**config.mk**
```make
export PLATFORM = sky130hd
export DESIGN_NAME = rotate_arbiter
export DESIGN_NICKNAME = d
export VERILOG_FILES = /design/src/rtl/rotate_pkg.sv /design/src/rtl/rotate16_core.sv /design/src/rtl/rotate_arbiter.sv
export SDC_FILE = /design/constraint.sdc
export NUM_CORES = 1
export LEC_CHECK = 0
export BUFFER_PORTS_ARGS = -buffer_cell sky130_fd_sc_hd__buf_2
export CORE_MARGIN = 4
export CORE_UTILIZATION = 53
export DETAILED_ROUTE_END_ITERATION = 10
export PLACE_DENSITY = 0.82
export SLEW_MARGIN = 20
export SYNTH_ARGS = -nofsm -noshare
export SYNTH_HDL_FRONTEND = slang
export SYNTH_HIERARCHICAL = 1
export SYNTH_SLANG_ARGS = --single-unit
```
**constraint.sdc**
```tcl
create_clock -name clk -period 4.62 [get_ports clk]
set_clock_uncertainty 0.05 [all_clocks]
set_input_delay 0 -clock clk [delete_from_list [all_inputs] [get_ports clk]]
set_output_delay 0 -clock clk [all_outputs]
set_load 0.05 [all_outputs]
```
**src/rtl/rotate_pkg.sv**
```systemverilog
// Shared constants for the round-robin rotate arbiter.
package rotate_pkg;
  localparam int DATA_W = 16;
  localparam int AMT_W  = 4;
  localparam logic DIR_RIGHT = 1'b0;
  localparam logic DIR_LEFT  = 1'b1;
endpackage

```
**src/rtl/rotate16_core.sv**
```systemverilog
// Combinational 16-bit rotator, left or right by 0-15.
module rotate16_core
  import rotate_pkg::*;
(
  input  logic [DATA_W-1:0] a_i,
  input  logic [AMT_W-1:0]  s_i,
  input  logic              dir_i,
  output logic [DATA_W-1:0] y_o
);
  logic [AMT_W-1:0] src;

  // 4-bit index arithmetic wraps modulo 16 for free
  always_comb begin
    y_o = '0;
    src = '0;
    for (int k = 0; k < DATA_W; k++) begin
      if (dir_i == DIR_LEFT) src = AMT_W'(k) - s_i;
      else                   src = AMT_W'(k) + s_i;
      y_o[k] = a_i[src];
    end
  end
endmodule

```
**src/rtl/rotate_arbiter.sv**
```systemverilog
// Round-robin shared rotator feeding a 2-entry tagged result FIFO.
module rotate_arbiter
  import rotate_pkg::*;
#(
  parameter int NREQ = 4,
  parameter int IDW  = 2
) (
  input  logic                     clk,
  input  logic                     rst,
  input  logic [NREQ-1:0]          req_valid,
  output logic [NREQ-1:0]          req_ready,
  input  logic [DATA_W*NREQ-1:0]   req_data,
  input  logic [AMT_W*NREQ-1:0]    req_amt,
  input  logic [NREQ-1:0]          req_dir,
  output logic                     out_valid,
  input  logic                     out_ready,
  output logic [DATA_W-1:0]        out_data,
  output logic [IDW-1:0]           out_id,
  output logic [1:0]               cnt
);
  logic [IDW-1:0]    ptr_q, ptr_d;
  logic [IDW-1:0]    gidx;
  logic              found;
  logic              space;
  logic              push, pop, wsel;
  logic [1:0]        cnt_q, cnt_d;
  logic [DATA_W-1:0] dat_q [2];
  logic [DATA_W-1:0] dat_d [2];
  logic [IDW-1:0]    id_q  [2];
  logic [IDW-1:0]    id_d  [2];
  logic [DATA_W-1:0] rot;
  logic [DATA_W-1:0] opa;
  logic [AMT_W-1:0]  opamt;
  logic              opdir;

  // a full FIFO still has room if the head leaves this cycle
  assign space = (cnt_q != 2'd2) | out_ready;

  always_comb begin
    found = 1'b0;
    gidx  = '0;
    for (int k = 0; k < NREQ; k++) begin
      int j;
      j = int'(ptr_q) + k;
      if (j >= NREQ) j = j - NREQ;
      if (!found && req_valid[j]) begin
        found = 1'b1;
        gidx  = IDW'(j);
      end
    end
  end

  always_comb begin
    req_ready = '0;
    if (!rst && space && found) req_ready[gidx] = 1'b1;
  end

  assign push  = |req_ready;
  assign pop   = (cnt_q != 2'd0) & out_ready;
  assign opa   = req_data[gidx*DATA_W +: DATA_W];
  assign opamt = req_amt[gidx*AMT_W +: AMT_W];
  assign opdir = req_dir[gidx];

  rotate16_core u_rot (
    .a_i   (opa),
    .s_i   (opamt),
    .dir_i (opdir),
    .y_o   (rot)
  );

  assign wsel = pop ? (cnt_q == 2'd2) : (cnt_q == 2'd1);

  always_comb begin
    dat_d = dat_q;
    id_d  = id_q;
    if (pop) begin
      dat_d[0] = dat_q[1];
      id_d[0]  = id_q[1];
    end
    if (push) begin
      dat_d[wsel] = rot;
      id_d[wsel]  = gidx;
    end
    cnt_d = cnt_q + 2'(push) - 2'(pop);
  end

  always_comb begin
    ptr_d = ptr_q;
    if (push) begin
      if (gidx == IDW'(NREQ - 1)) ptr_d = '0;
      else                        ptr_d = gidx + IDW'(1);
    end
  end

  always_ff @(posedge clk) begin
    if (rst) begin
      ptr_q    <= '0;
      cnt_q    <= '0;
      dat_q[0] <= '0;
      dat_q[1] <= '0;
      id_q[0]  <= '0;
      id_q[1]  <= '0;
    end else begin
      ptr_q    <= ptr_d;
      cnt_q    <= cnt_d;
      dat_q[0] <= dat_d[0];
      dat_q[1] <= dat_d[1];
      id_q[0]  <= id_d[0];
      id_q[1]  <= id_d[1];
    end
  end

  assign out_valid = (cnt_q != 2'd0);
  assign out_data  = dat_q[0];
  assign out_id    = id_q[0];
  assign cnt       = cnt_q;
endmodule
```
==> impl_metrics.yaml <==
outcome:
  status: "completed"
timing:
  fmax_mhz: 241
  slew_headroom_pct: 34.6
  fin_ws_ns: 0.468
  min_period_over_period_pct: 89.9
  fin_crit_ns: 4.15
  rsz0062_at_grt: "no"
  tightest_slew_ns: 0.979
  maxSlewViolCount: 0
  hold_viol: 0
  fin_setup_tns_ns: 0
  setup_viol_count_final: 0
global_routing:
  grt_max_degree: 33
  grt_usage_pct: 19.8
  grt_pass1_wl_um: 14400
  grt_pass1_vias: 3170
  grt-ovfl-total: 0
  antenna_found_initial: 0
logic_synthesis:
  yosysTopAreaCell: "mux2i_1"
  synthCells: 412
  yosysMostFrequentCell: "mux2i_1"
  netlist_area_um2: 3950
  syn_nets: 514
  synth_common_cells: "133 x mux2i_1, 40 x dfxtp_1, 26 x mux2_2"
  synth_top_area_share_pct: 33.7
  synth_cell_types: 42
  synth_edf_count: 0
  synth-seq-cells: 40
  yosysWarningCount: 6
  ys.flop_type: "dfxtp_1"
  seq_area_frac_synth_pct: 20.3
  synth_area_leaders: "mux2i_1 34%, dfxtp_1 20%, mux2_2 7.4%"
  synthArstFlopShare_pct: 0
  avgSynthCellArea_um2: 9.58
place:
  dp_hpwl_um: 7250
  placedCellCount: 593
  gp_congestion: 0.912
  dp_slack_ns: 0.528
  portBuffers: 115
cts:
  cts_tree: "done"
  cts_root_buffer: "clkbuf_8"
  cts_sinks: 40
  ctsHoldBuffers: 0
  clkTransAtPathRegs_ns: 0.08
  post-cts-setup-buffers: 0
  clk_latency_ns: 0.29
  cts_max_path_buffers: 2
  htree_levels: 2
  cts_buffers: 5
  post_cts_resized: 0
setup_path:
  slowest_stage: "or3_1"
  cp_slowest_stage_delay_ns: 0.49
  critical_path_arrival_ns: 4.28
  crit_chain: "mux2i_1, nor2_1, or3_1, inv_2, mux2i_4, clkinv_1, ha_1, mux2_2, a211oi_1, o21ai_0, nand2_1, mux2i_1, mux2_1"
  crit_top_cell: "mux2i_1"
  required_ns: 4.74
  crit_path_max_fanout: 12
  rr_worst_depth: 13
  cp-end-kind: "flop"
  cp-start-kind: "flop"
  criticalPathCategory: "reg2reg"
routing:
  via_per_inst: 5.43
  drt_pass1_iterations: 4
  vias: 3261
  routed_wl_um: 8860
  drc: 0
  ant_nets: 0
  wire_per_inst_um: 14.7
  dr.first_iter.drc_count: 64
final_layout:
  area.growth.synth_to_final_pct: 15.7
  fin_nets: 603
  layout-drive-gt1-share_pct: 34.5
  instances_no_fill: 601
  fin_util_pct: 62.9
  diodes: 0
die:
  die_w_um: 94.3
  die_area_um2: 8890
  io_pins: 116
  die_y_um: 94.3
  core_area_um2: 7250
  start_util_pct: 54.4
  rows: 31
pwr:
  powerDensity_nw_per_um2: 740
  ir_drop_mv: 0.296
  p_leak_nw: 2.36
flow_run:
  maxCapViolCount: 0
worst_hold_path:
  hold_class: "in2reg"
  holdPathStages: 3
-- routing by layer --
metal | up-vias | GRT usage, % | part of all wire (%)
met2 | 87 | 36.1 | 51
met1 | 1525 | 24.5 | 43
met5 | - | 0 | 0
met4 | 0 | 4.57 | 0.99
li1 | 1638 | - | -
met3 | 11 | 2.88 | 4.7
-- final timing paths --
path	from	to	slack, ns
max	ptr_q[1]	flop	0.47
min	req_valid[3]	flop	0.12
max reg2reg	ptr_q[1]	flop	0.47
min reg2reg	flop	flop	0.42
-- where the power goes --
group	internal [W]	switching [W]
logic	0.00108	0.00146
registers	0.000492	0.0000756
clock network	0.000160	0.000119
total	0.00173	0.00165
-- layout make-up --
cell class                 instances  area, µm²
sequential                        40        801
clock buffer                       6       72.6
inverter                          15       58.8
tap                               99        124
multi-input combinational        315       2830
clock inverter                     2       35.0
fill                             601       2690
timing repair buffer             124        643
-- cell usage in the layout, fill, tap and decap left out, types with 8 or more instances in the layout --
cell type,synthesis,final
nor2_1,22,22
nor2b_1,23,23
a21oi_1,8,8
inv_1,12,12
ha_1,11,11
buf_4,20,9
mux2i_1,133,131
mux2_2,26,26
buf_2,8,115
dfxtp_1,40,40
a211oi_1,9,9
o21ai_0,11,11
mux2_1,10,10
nand2_1,23,23
-- per-stage QoR --
| step | power, W | instance area (µm²) | hold slack (ns) |
|---|---|---|---|
| after CTS | 0.00338 | 4570 | 0.110 |
| after detailed placement | 0.00309 | 4460 | 0.411 |
| after global routing | 0.00363 | 4570 | 0.133 |
| after floorplan | 0.00268 | 3950 | 0.198 |
| after global placement | 0.00301 | 4460 | 0.390 |
| final | 0.00338 | 4570 | 0.122 |
-- critical path, delay by kind of cell, from the launching register on --
kind                     cells  cell delay (ns)
adder cells (fa/ha/maj)      1             0.44
AND/OR/NAND/NOR              3             0.66
flip-flops                   1             0.47
buffers and inverters        2             0.61
AO/OA/AOI/OAI                2             0.50
multiplexers                 5             1.30
-- kinds of logic after synthesis --
kind of cell               synth area share (%)
muxes                                      48.6
and+or+nand+nor                            9.16
buffers and inverters                      8.40
DFF                                        20.3
AOI/OAI and AO/OA                          6.75
xor gates and xnor gates                   3.36
adders and majority gates                  3.49
Note: power is estimated with default switching activity, not from simulation.
